==> src/rtl/mem_port_arbiter.sv <==
`default_nettype none
// ============================================================================
// Module      : mem_port_arbiter
// Description : Arbitrates an instruction-fetch port and a data port onto a
//               single shared memory port, one transaction outstanding.
//               Data has priority; a waiting fetch is forced through after
//               STARVE_LIMIT consecutive data grants. A fetch response can be
//               discarded by i_flush_i.
// Ports       : clk_i, rst_i              clock, sync active-high reset
//               i_req_i/i_addr_i          fetch request and address
//               i_gnt_o/i_rvalid_o/i_rdata_o  fetch grant and response
//               d_req_i/d_we_i/d_be_i/d_addr_i/d_wdata_i  data request
//               d_gnt_o/d_rvalid_o/d_rdata_o  data grant and response
//               m_req_o/m_we_o/m_be_o/m_addr_o/m_wdata_o  shared port request
//               m_gnt_i/m_rvalid_i/m_rdata_i  shared port handshake/response
//               i_flush_i                 drop outstanding fetch response
//               busy_o                    a transaction is in flight
// Revision    : 1.0 - initial release
// ============================================================================
module mem_port_arbiter #(
    parameter int STARVE_LIMIT = 4
) (
    input  logic        clk_i,
    input  logic        rst_i,
    input  logic        i_req_i,
    input  logic [31:0] i_addr_i,
    output logic        i_gnt_o,
    output logic        i_rvalid_o,
    output logic [31:0] i_rdata_o,
    input  logic        d_req_i,
    input  logic        d_we_i,
    input  logic [3:0]  d_be_i,
    input  logic [31:0] d_addr_i,
    input  logic [31:0] d_wdata_i,
    output logic        d_gnt_o,
    output logic        d_rvalid_o,
    output logic [31:0] d_rdata_o,
    output logic        m_req_o,
    output logic        m_we_o,
    output logic [3:0]  m_be_o,
    output logic [31:0] m_addr_o,
    output logic [31:0] m_wdata_o,
    input  logic        m_gnt_i,
    input  logic        m_rvalid_i,
    input  logic [31:0] m_rdata_i,
    input  logic        i_flush_i,
    output logic        busy_o
);

    localparam logic [1:0] c_IDLE = 2'd0;
    localparam logic [1:0] c_REQ  = 2'd1;
    localparam logic [1:0] c_RESP = 2'd2;

    localparam logic [3:0] c_LIMIT = 4'(STARVE_LIMIT);

    logic [1:0]  r_state;
    logic [1:0]  w_state_nxt;
    logic [3:0]  r_starve_cnt;
    logic        r_discard;
    logic        r_owner_fetch;
    logic        r_we;
    logic [3:0]  r_be;
    logic [31:0] r_addr;
    logic [31:0] r_wdata;

    logic w_idle;
    logic w_grant;
    logic w_fetch_win;
    logic w_resp_done;

    // Grants are combinational on the request lines, so they are masked while
    // reset is held to keep every output quiet during reset.
    assign w_idle      = (r_state == c_IDLE) && !rst_i;
    assign w_grant     = w_idle && (i_req_i || d_req_i);
    assign w_fetch_win = i_req_i && (!d_req_i || (r_starve_cnt >= c_LIMIT));
    assign w_resp_done = (r_state == c_RESP) && m_rvalid_i;

    // ------------------------------------------------------------------------
    // State register
    // ------------------------------------------------------------------------
    always_ff @(posedge clk_i) begin
        if (rst_i) begin
            r_state <= c_IDLE;
        end else begin
            r_state <= w_state_nxt;
        end
    end

    // ------------------------------------------------------------------------
    // Next-state logic
    // ------------------------------------------------------------------------
    always_comb begin
        w_state_nxt = r_state;
        case (r_state)
            c_IDLE: if (i_req_i || d_req_i) w_state_nxt = c_REQ;
            c_REQ:  if (m_gnt_i)            w_state_nxt = c_RESP;
            c_RESP: if (m_rvalid_i)         w_state_nxt = c_IDLE;
            default:                        w_state_nxt = c_IDLE;
        endcase
    end

    // ------------------------------------------------------------------------
    // Captured transaction fields and starvation counter
    // ------------------------------------------------------------------------
    always_ff @(posedge clk_i) begin
        if (rst_i) begin
            r_owner_fetch <= 1'b0;
            r_we          <= 1'b0;
            r_be          <= 4'h0;
            r_addr        <= 32'h0;
            r_wdata       <= 32'h0;
            r_starve_cnt  <= 4'h0;
        end else if (w_grant) begin
            r_owner_fetch <= w_fetch_win;
            if (w_fetch_win) begin
                r_we         <= 1'b0;
                r_be         <= 4'hF;
                r_addr       <= i_addr_i;
                r_wdata      <= 32'h0;
                r_starve_cnt <= 4'h0;
            end else begin
                r_we    <= d_we_i;
                r_be    <= d_be_i;
                r_addr  <= d_addr_i;
                r_wdata <= d_wdata_i;
                // Only a data grant that made a fetch wait counts as starving it.
                if (i_req_i && (r_starve_cnt != 4'hF)) begin
                    r_starve_cnt <= r_starve_cnt + 4'h1;
                end
            end
        end
    end

    // ------------------------------------------------------------------------
    // Fetch discard flag: set by a flush that hits an owned or just-granted
    // fetch, cleared when the transaction retires.
    // ------------------------------------------------------------------------
    always_ff @(posedge clk_i) begin
        if (rst_i) begin
            r_discard <= 1'b0;
        end else if (w_resp_done) begin
            r_discard <= 1'b0;
        end else if (i_flush_i &&
                     (((r_state != c_IDLE) && r_owner_fetch) ||
                      (w_grant && w_fetch_win))) begin
            r_discard <= 1'b1;
        end
    end

    // ------------------------------------------------------------------------
    // Outputs
    // ------------------------------------------------------------------------
    assign i_gnt_o = w_grant && w_fetch_win;
    assign d_gnt_o = w_grant && !w_fetch_win;

    // A flush coinciding with the response suppresses it just like a flush
    // seen earlier in the transaction.
    assign i_rvalid_o = w_resp_done && r_owner_fetch && !r_discard && !i_flush_i;
    assign d_rvalid_o = w_resp_done && !r_owner_fetch;
    assign i_rdata_o  = i_rvalid_o ? m_rdata_i : 32'h0;
    assign d_rdata_o  = d_rvalid_o ? m_rdata_i : 32'h0;

    assign m_req_o   = (r_state == c_REQ);
    assign m_we_o    = r_we;
    assign m_be_o    = r_be;
    assign m_addr_o  = r_addr;
    assign m_wdata_o = r_wdata;

    assign busy_o = (r_state != c_IDLE);

endmodule
`default_nettype wire

==> config.mk <==
export PLATFORM = sky130hd
export DESIGN_NAME = mem_port_arbiter
export DESIGN_NICKNAME = d
export VERILOG_FILES = /design/src/rtl/mem_port_arbiter.sv
export SDC_FILE = /design/constraint.sdc
export NUM_CORES = 1
export LEC_CHECK = 0
export BUFFER_PORTS_ARGS = -buffer_cell sky130_fd_sc_hd__buf_4
export CAP_MARGIN = 15
export CORE_MARGIN = 2
export CORE_UTILIZATION = 32
export CTS_CLUSTER_SIZE = 12
export DETAILED_ROUTE_END_ITERATION = 7
export PLACE_DENSITY = 0.68
export SLEW_MARGIN = 20
export SYNTH_ARGS = -nofsm -noshare
export SYNTH_HDL_FRONTEND = slang
export SYNTH_SLANG_ARGS = --single-unit
==> constraint.sdc <==
create_clock -name clk_i -period 1.4 [get_ports clk_i]
set_input_delay 0 -clock clk_i [delete_from_list [all_inputs] [get_ports clk_i]]
set_output_delay 0 -clock clk_i [all_outputs]
set_load 0.05 [all_outputs]
# After elaboration in Yosys (flattened, before gate mapping)
# Cells that the tools add are included.
[classes]
add_sub_neg = 1
order_cmp = 1
reduce_logical = 28
eq_ne = 6
muxes = 12
[op_table]
columns = ["cell", "n"]
rows = [
  ["2-to-1 mux 32 bit", 4],
  ["logical AND 1 bit", 13],
  ["2-to-1 mux 4 bit", 3],
  ["zero test 1 bit", 6],
  ["2-to-1 mux 2 bit", 3],
  ["case mux 2 bit (3 select lines)", 1],
  ["adder 4 x 1 -> 4 bit, second input constant", 1],
  ["greater-or-equal comparator 4 x 3 -> 1 bit, second input constant", 1],
  ["!= test 2 x 1 -> 1 bit, second input constant", 2],
  ["!= test 4 bit, second input constant", 1],
  ["nonzero test 2 bit", 2],
  ["logical OR 1 bit", 3],
  ["AND reduction 3 bit", 1],
  ["equality test 2 x 1 -> 1 bit, second input constant", 1],
  ["equality test 2 bit, second input constant", 1],
  ["zero test 2 bit", 1],
  ["!= test 2 bit, second input constant", 1],
  ["AND reduction 2 bit", 1],
  ["OR reduction 2 bit", 1],
  ["2-to-1 mux 1 bit", 1],
]
[word_totals]
output_inout_bits = 139
register_bits = 77
elab_cells = 56
inputBits = 140

# Longest topological paths before layout
# Gate-level depths: netlist of run 1.
[logic_depth]
word_depth = 6
mapped_depth = 6
depth_no_buf = 4

# Worst setup path after synthesis of run 1
# No wires, ideal clock.
[synth_path]
path_kind = "reg2reg"
from = "reg r_state[1]"
to = "reg r_discard"
path_buffers = 1
path_slack_ns = -1.199
path_stages_with_launch = 6
t_required_ns = 1.336
t_arrival_ns = 2.535
path_cell_list = "dfxtp_1 -> nor2_1 -> inv_2 -> clkbuf_1 -> nor4_1 -> o21a_1"
[synth_via]
elab_chain_cells = 6
elab_cells_between_ends = 11
[synth_lines]
columns = ["item", "line", "source"]
rows = [
  ["from (decl)", "56", "logic [1:0] r_state;"],
  ["from (signal assigned)", "83", "r_state <= c_IDLE;"],
  ["from (signal assigned)", "85", "r_state <= w_state_nxt;"],
  ["zero test 2 bit", "73", "assign w_idle = (r_state == c_IDLE) && !rst_i;"],
  ["logical AND 1 bit", "73", ""],
  ["logical AND 1 bit", "74", "assign w_grant = w_idle && (i_req_i || d_req_i);"],
  ["logical AND 1 bit", "--", ""],
  ["net i_gnt_o", "27", "output logic i_gnt_o,"],
  ["logical OR 1 bit", "144", "(((r_state != c_IDLE) && r_owner_fetch) ||"],
  ["logical AND 1 bit", "143", "end else if (i_flush_i &&"],
  ["to (signal assigned)", "140", "r_discard <= 1'b0;"],
  ["to (signal assigned)", "142", "r_discard <= 1'b0;"],
  ["to (signal assigned)", "146", "r_discard <= 1'b1;"],
  ["to (decl)", "59", "logic r_discard;"],
]
# The timed path passes the listed nets, and every way through them passes these cells.
# A chain may end at the register's enable or synchronous reset.

# Worst setup path after layout of run 1
[layout_path]
from = "reg r_state[0]"
to = "out i_rdata_o[10]"
[layout_via]
elab_chain_cells = 6
[layout_lines]
columns = ["item", "line", "source"]
rows = [
  ["equality test 2 bit", "76", "assign w_resp_done = (r_state == c_RESP) && m_rvalid_i;"],
  ["logical AND 1 bit", "76", ""],
  ["logical AND 1 bit (3 in series)", "158", "assign i_rvalid_o = w_resp_done && r_owner_fetch && !r_discard && !i_flush_i;"],
  ["2-to-1 mux 32 bit", "160", "assign i_rdata_o = i_rvalid_o ? m_rdata_i : 32'h0;"],
  ["to (decl)", "29", "output logic [31:0] i_rdata_o,"],
]
# No other way between the ends.

==> results of run 1 <==
## routing by layer
| metal | wire length [um] | share of wire, % | track usage (%) |
|---|---|---|---|
| met1 | 6850 | 36 | 29.0 |
| met2 | 9680 | 51 | 47.1 |
| met3 | 1360 | 7.2 | 6.25 |
| met4 | 917 | 4.9 | 14.3 |
| met5 | 0 | 0 | 0 |
## report_power, final
part / switching [W] / leakage, nW / internal, W
logic: 0.00158 / 2.79 / 0.00109
registers: 0.000112 / 0.637 / 0.00239
clock network: 0.000948 / 0.149 / 0.00143
## logic make-up after synthesis
family / count (synthesis) / share of synthesized area [%]
flip-flops: 77 / 39.7
AO/OA/AOI/OAI: 217 / 34.8
buffers and inverters: 65 / 6.64
AND/OR/NAND/NOR: 123 / 18.5
adder cells (fa/ha/maj): 1 / 0.322
## worst register-to-register path, stage by stage, from the launching register on
cell and delay, ns:
dfxtp_4 0.36, nor3b_4 0.23, buf_6 0.15, buf_6 0.12
buf_12 0.14, o21ai_2 0.07, a311oi_2 0.30
## synthesized netlist by cell type (all sizes together)
cell     instances  area [um^2]
nor2             8         32.5
nand3           33          165
nor3             2         10.0
or4              1         7.51
a21o             1         7.51
a311oi          32          280
a31oi            1         6.26
a22oi            1         7.51
and2            64          400
buf             17         77.6
and3b            2         17.5
nor4             1         6.26
inv              2         7.51
o21a             1         7.51
nand2b           1         6.26
o21ai           66          330
or3b             2         17.5
nor2b            2         12.5
clkbuf          46          173
a21oi           77          385
and3             1         6.26
or2              1         6.26
ha               1         12.5
nor3b            1         12.5
nand2            3         11.3
a211oi           5         37.5
o2111ai         33          289
nand4            1         6.26
dfxtp           77         1540
## cell type report
type / instances / area share [%]
inverters: 2 / 0.0906
well taps: 147 / 2.22
multi-input cells: 341 / 28.6
clock inverters: 6 / 0.740
flip-flops and latches: 77 / 18.7
clock buffers: 10 / 2.88
repair buffers: 409 / 46.7
## placed cells by master, fill, tap and decap left out, drive strengths merged, types with 2 or more instances in the layout
cell type / count
nor3: 2
and2: 64
clkinv: 3
o2111ai: 33
a311oi: 32
nand2: 3
o21ai: 66
a21oi: 77
nor2b: 2
clkbuf: 11
dfxtp: 77
nor2: 8
dlygate4sd3: 96
buf: 312
or3b: 2
nand3: 33
a211oi: 5
and3b: 2
inv: 3
## worst max path at each step
| stage | from | to | slack (ns) | depth (start not counted) |
|---|---|---|---|---|
| final | r_state[0]$_SDFFE_PP0P_ | i_rdata_o[10] | -0.26 | 5 |
| after global routing | r_state[0]$_SDFFE_PP0P_ | i_rdata_o[10] | -0.32 | 5 |
| after CTS | r_state[0]$_SDFFE_PP0P_ | i_rdata_o[21] | -0.25 | 5 |
| after detailed placement | r_starve_cnt[2]$_SDFFE_PP0P_ | r_starve_cnt[0]$_SDFFE_PP0P_ | -0.004 | 3 |
| after global placement | r_starve_cnt[2]$_SDFFE_PP0P_ | r_starve_cnt[0]$_SDFFE_PP0P_ | 0.02 | 3 |
| after floorplan | r_state[0]$_SDFFE_PP0P_ | r_discard$_SDFFE_PP0P_ | -0.13 | 5 |
## sequential cells by signal, summed over array words and instances, names as in the netlist
name / count
m_addr_o: 32
m_be_o: 4
m_wdata_o: 32
m_we_o: 1
r_discard: 1
r_owner_fetch: 1
r_starve_cnt: 4
r_state: 2
## through the flow
stage	total power (W)	setup slack (ns)	instances	util (%)	TNS, ns
after floorplan	0.00390	-0.128	483	-	-0.193
after global placement	0.00477	0.0165	867	53.0	0
after detailed placement	0.00480	-0.00400	867	53.0	-0.00400
after CTS	0.00739	-0.255	980	66.8	-14.77
after global routing	0.00781	-0.315	992	69.5	-21.04
final	0.00755	-0.261	992	69.5	-14.82
## what timing repair did
action / CTS / global route
cloned: 1 / 2
gates resized for setup: 99 / 59
setup endpoints to repair: 72 / 115
setup buffers: 2 / 8
hold buffers: 94 / 2
pin swaps: 1 / 15
endpoints found under the hold margin: 67 / 2
==> metrics.csv, run 1 <==
stage;metric;value;unit
detailed_routing;drc_errors;0;
worst_setup_path;crit_path_end_kind;output port;
worst_setup_path;max_stage_delay;0.38;ns
sta;tightest_slew;0.545;ns
floorplan;fp-row-count;40;
worst_setup_path;startpoint_type;register;
detailed_routing;viasPerCell;5.57;
worst_setup_path;cp.required;1.40;ns
worst_setup_path;r2r_slack;-0.06;ns
detailed_routing;wire_per_inst;18.9;um
worst_setup_path;ff2ff_path_depth;6;
floorplan;die_w;114;um
cells_and_area;multi_input_area;2370;um^2
logic_synthesis;synth.avg_cell_area;8.04;um^2
detailed_routing;initialDrtViolationCount;460;
cells_and_area;num_antenna_cells;0;
power;ir_worst_vdd;0.000556;V
logic_synthesis;netlist_area;3880;um^2
run_status;violations;negative setup slack;
global_routing;antenna_found_initial;0;
detailed_routing;vias;5526;
worst_hold_path;holdCritPathClass;in -> reg;
sta;setup_ws;-0.261;ns
worst_setup_path;critPathKind;reg -> out;
clocking;insertion_delay;0.34;ns
global_routing;grtUsageTotal;26.5;%
placement;placed_cell_area;6320;um^2
clocking;cts_max_level;3;
placement;gp_congestion;0.831;
worst_setup_path;regToRegEndpoint;m_addr_o[12]$_SDFFE_PP0N_;
sta;skew;0.00945;ns
sta;drv_slew;0;
global_routing;grt_pass1_wl;27600;um
worst_setup_path;cp_max_fo;17;
clocking;clockBufferDepth;2;
sta;hold_slack;0.0164;ns
worst_hold_path;worstHoldPathCells;3;
global_routing;grt-ovfl-total;0;
sta;period_share;119;%
placement;numPortBuffers;278;
run_status;outcome;complete, but fails checks;
cells_and_area;nets;981;
worst_setup_path;critPathArrivalTime;1.66;ns
power;leakagePower;3.57;nW
detailed_routing;postRouteWirelength;18800;um
global_routing;grt_max_degree;45;
logic_synthesis;ys_ff_latch;77;
clocking;cts.clk_slew.worst_paths;0.06;ns
detailed_routing;drt.antenna.violating_nets;0;
worst_setup_path;cp_num_buf_inv;2;
sta;finalHoldViolations;0;
job;drv_cap;0;
sta;slew_headroom;63.7;%
worst_hold_path;holdPathEnd;m_be_o[1]$_SDFFE_PP0N_;
power;powerDensity;911;nW/um^2
floorplan;core-area;11900;um^2
cells_and_area;fillers;833;
floorplan;initial_core_util;32.6;%
worst_setup_path;r2r-start;r_starve_cnt[2]$_SDFFE_PP0P_;
logic_synthesis;syn_nets;624;
placement;hpwl;11200;um
cells_and_area;layout-drive-gt1-share;51.1;%
clocking;cts_tree;done;
cells_and_area;regArea;1550;um^2
logic_synthesis;synthCells;483;
sta;grt_setup_unrepaired;true;
floorplan;die_area;13000;um^2
logic_synthesis;yosysWarnings;0;
logic_synthesis;yosysSeqAreaShare;39.7;%
floorplan;floorplan.die.height;114;um
clocking;numClockSinks;77;
worst_hold_path;hp-start;d_be_i[1];
cells_and_area;syn2layout_area_growth;113;%
clocking;root_buffer;clkbuf_16;
clocking;cts_made_buffers;9;
detailed_routing;firstDrtPassIters;5;
sta;period_minus_slack;1.66;ns
worst_setup_path;cp_slowest_cell;dfxtp_2;
sta;setup_viol;84;
global_routing;grt_pass1_vias;5421;
cells_and_area;stdcell_area;8280;um^2
floorplan;num_io_pins;279;
logic_synthesis;ys_types;33;
sta;fmaxAchievable;602;MHz
worst_setup_path;critPathTopFamily;simple AND/OR/NAND/NOR gates;
worst_setup_path;crit_path_cell_trace;and3b_2 -> and3_4 -> buf_12 -> and2_2 -> buf_8;
Note: power is estimated with default switching activity, not from simulation.
==> run 2: changes to the inputs <==
--- a/config.mk
+++ b/config.mk
@@ -11,7 +11,7 @@
 export CORE_UTILIZATION = 32
 export CTS_CLUSTER_SIZE = 12
 export DETAILED_ROUTE_END_ITERATION = 7
-export PLACE_DENSITY = 0.68
+export PLACE_DENSITY_LB_ADDON = 0.05
 export SLEW_MARGIN = 20
 export SYNTH_ARGS = -nofsm -noshare
 export SYNTH_HDL_FRONTEND = slang
==> metrics.csv, run 2 (synthesis results as in run 1) <==
stage;metric;value;unit;change
clocking;insertion_delay;0.34;ns;about the same
job;drv_cap;0;;unchanged
run_status;violations;negative setup slack;;unchanged
sta;setup_ws;-0.291;ns;was -0.261 ns
placement;placed_cell_area;6300;um^2;was 6320 um^2
floorplan;floorplan.die.height;114;um;unchanged
worst_setup_path;max_stage_delay;0.34;ns;was 0.38 ns
global_routing;grt-ovfl-total;0;;unchanged
floorplan;die_w;114;um;unchanged
worst_setup_path;critPathKind;reg -> out;;unchanged
detailed_routing;drt.antenna.violating_nets;0;;unchanged
sta;fmaxAchievable;591;MHz;was 602 MHz
cells_and_area;nets;1008;;was 981
clocking;clockBufferDepth;2;;unchanged
placement;numPortBuffers;278;;unchanged
cells_and_area;layoutNonFillerInstCount;1019;;was 992
power;p_seq_share;31.3;%;was 33.1%
detailed_routing;vias;5640;;was 5526
power;p_comb_share;38.2;%;was 35.5%
worst_setup_path;startpoint_type;register;;unchanged
global_routing;grtUsageTotal;26.2;%;was 26.5%
power;leakagePower;3.82;nW;was 3.57 nW
placement;dp_cells;870;;was 867
power;powerDensity;891;nW/um^2;was 911 nW/um^2
sta;drv_slew;0;;unchanged
floorplan;fp-row-count;40;;unchanged
cells_and_area;layout-drive-gt1-share;53.4;%;was 51.1%
worst_setup_path;cp_max_fo;8;;was 17
floorplan;initial_core_util;32.6;%;unchanged
run_status;outcome;complete, but fails checks;;unchanged
detailed_routing;wire_per_inst;20.0;um;was 18.9 um
power;netSwitchingFraction;34.9;%;was 35.0%
clocking;cts_made_buffers;9;;unchanged
worst_hold_path;holdCritPathClass;in -> reg;;unchanged
clocking;cts.clk_slew.worst_paths;0.06;ns;about the same
floorplan;core-area;11900;um^2;unchanged
cells_and_area;syn2layout_area_growth;131;%;was 113%
sta;grt_setup_unrepaired;true;;unchanged
global_routing;grt_max_degree;39;;was 45
detailed_routing;postRouteWirelength;20400;um;was 18800 um
floorplan;die_area;13000;um^2;unchanged
placement;hpwl;11200;um;about the same
cells_and_area;fillers;830;;was 833
power;power_frac_clock;30.5;%;was 31.5%
clocking;cts_tree;done;;unchanged
worst_setup_path;cp_slowest_cell;dfxtp_4;;was dfxtp_2
sta;setup_viol;115;;was 84
sta;finalHoldViolations;0;;unchanged
sta;period_share;121;%;was 119%
global_routing;grt_pass1_vias;5280;;was 5421
detailed_routing;initialDrtViolationCount;504;;was 460
worst_setup_path;r2r-start;r_state[0]$_SDFFE_PP0P_;;was r_starve_cnt[2]$_SDFFE_PP0P_
placement;gp_congestion;0.783;;was 0.831
cells_and_area;stdcell_area;8980;um^2;was 8280 um^2
power;ir_worst_vdd;0.000830;V;was 0.000556 V
worst_setup_path;crit_path_end_kind;output port;;unchanged
worst_setup_path;crit_path_cell_trace;and3b_2 -> and3_4 -> clkbuf_16 -> and2_2 -> buf_6;;was and3b_2 -> and3_4 -> buf_12 -> and2_2 -> buf_8
sta;slew_headroom;64.8;%;was 63.7%
detailed_routing;drc_errors;0;;unchanged
worst_setup_path;worstSetupStartpoint;r_state[0]$_SDFFE_PP0P_;;unchanged
worst_setup_path;cp.required;1.40;ns;about the same
worst_setup_path;critPathTopFamily;simple AND/OR/NAND/NOR gates;;unchanged
cells_and_area;final_util;75.4;%;was 69.5%
cells_and_area;num_antenna_cells;0;;unchanged
worst_setup_path;cp_num_buf_inv;2;;unchanged
sta;skew;0.00676;ns;was 0.00945 ns
worst_hold_path;hp-start;d_be_i[3];;was d_be_i[1]
power;p_int;0.00521;W;was 0.00491 W
clocking;root_buffer;clkbuf_16;;unchanged
cells_and_area;final_common_cell;buf_4;;unchanged
floorplan;num_io_pins;279;;unchanged
detailed_routing;firstDrtPassIters;8;;was 5
cells_and_area;final_cell_mix;buf_4 (227), dlygate4sd3_1 (103), dfxtp_1 (73), a21oi_1 (68), buf_8 (50);;was buf_4 (226), dlygate4sd3_1 (96), a21oi_1 (75), dfxtp_1 (73), o21ai_0 (54)
sta;period_minus_slack;1.69;ns;was 1.66 ns
sta;tightest_slew;0.528;ns;was 0.545 ns
clocking;cts_max_level;3;;unchanged
power;p_switching;0.00280;W;was 0.00264 W
detailed_routing;viasPerCell;5.53;;was 5.57
global_routing;grt_pass1_wl;27200;um;was 27600 um
global_routing;antenna_found_initial;0;;unchanged
clocking;numClockSinks;77;;unchanged
worst_setup_path;critPathArrivalTime;1.69;ns;was 1.66 ns
-- run 2: cell count changes in the layout (fill, tap and decap cells not counted), sizes merged --
cell and change:
clkinv -2, nor2 +1, clkbuf +10, buf +11, dlygate4sd3 +7
-- run 2: timing repair --
item | in CTS | in global routing
setup endpoints to repair | 105 | 116
endpoints found under the hold margin | 71 | 0
hold buffers | 103 | 0
gates cloned | 2 | 13
gates resized for setup | 39 | 226
pin swaps | 4 | 77
buffers inserted | 5 | 12
-- run 2: through the flow --
stage | TNS, ns | worst slack [ns] | hold slack (ns) | power (W)
floorplan | -0.193 | -0.128 | 0.160 | 0.00390
global placement | -4.77 | -0.137 | 0.262 | 0.00476
detailed placement | -6.05 | -0.217 | 0.266 | 0.00479
CTS | -17.26 | -0.280 | 0.00685 | 0.00755
global route | -22.85 | -0.321 | 0.0279 | 0.00831
finish | -17.07 | -0.291 | 0.0138 | 0.00800
-- run 2: final timing paths --
check / end / slack, ns / cells past startpoint
max: i_rdata_o[23] / -0.29 / 5
min: m_be_o[3]$_SDFFE_PP0N_ / 0.01 / 3
min reg2reg: m_wdata_o[11]$_SDFFE_PP0N_ / 0.48 / 2
max reg2reg: m_addr_o[22]$_SDFFE_PP0N_ / -0.13 / 7
-- run 2: power groups by stage --
stage	Clock (W)	Combinational, W	Sequential [W]
finish	0.00244	0.00305	0.00250
global placement	0	0.00222	0.00254
CTS	0.00249	0.00257	0.00250
global route	0.00260	0.00319	0.00252
detailed placement	0	0.00224	0.00255
floorplan	0	0.000730	0.00317
-- run 2: layout make-up --
| type | count | area (um^2) | area share [%] |
|---|---|---|---|
| Clock buffer | 12 | 256 | 2.86 |
| Clock inverter | 4 | 55.1 | 0.613 |
| Inverter | 2 | 10.0 | 0.111 |
| Multi-Input combinational cell | 342 | 2560 | 28.6 |
| Sequential cell | 77 | 1560 | 17.3 |
| Tap cell | 147 | 184 | 2.05 |
| Timing Repair Buffer | 435 | 4350 | 48.5 |
-- run 2: layer usage --
| metal | track usage (%) | part of all wire (%) |
|---|---|---|
| met2 | 43.8 | 51 |
| met3 | 5.08 | 6.7 |
| met1 | 33.4 | 40 |
| met4 | 10.5 | 2.8 |
| met5 | 0 | 0 |
-- run 2: worst register-to-register path, delay by kind of cell, from the launching register on --
kind,cells,cell delay [ns]
compound gates,2,0.37
buf+inv,4,0.60
flops,1,0.34
simple gates,1,0.13
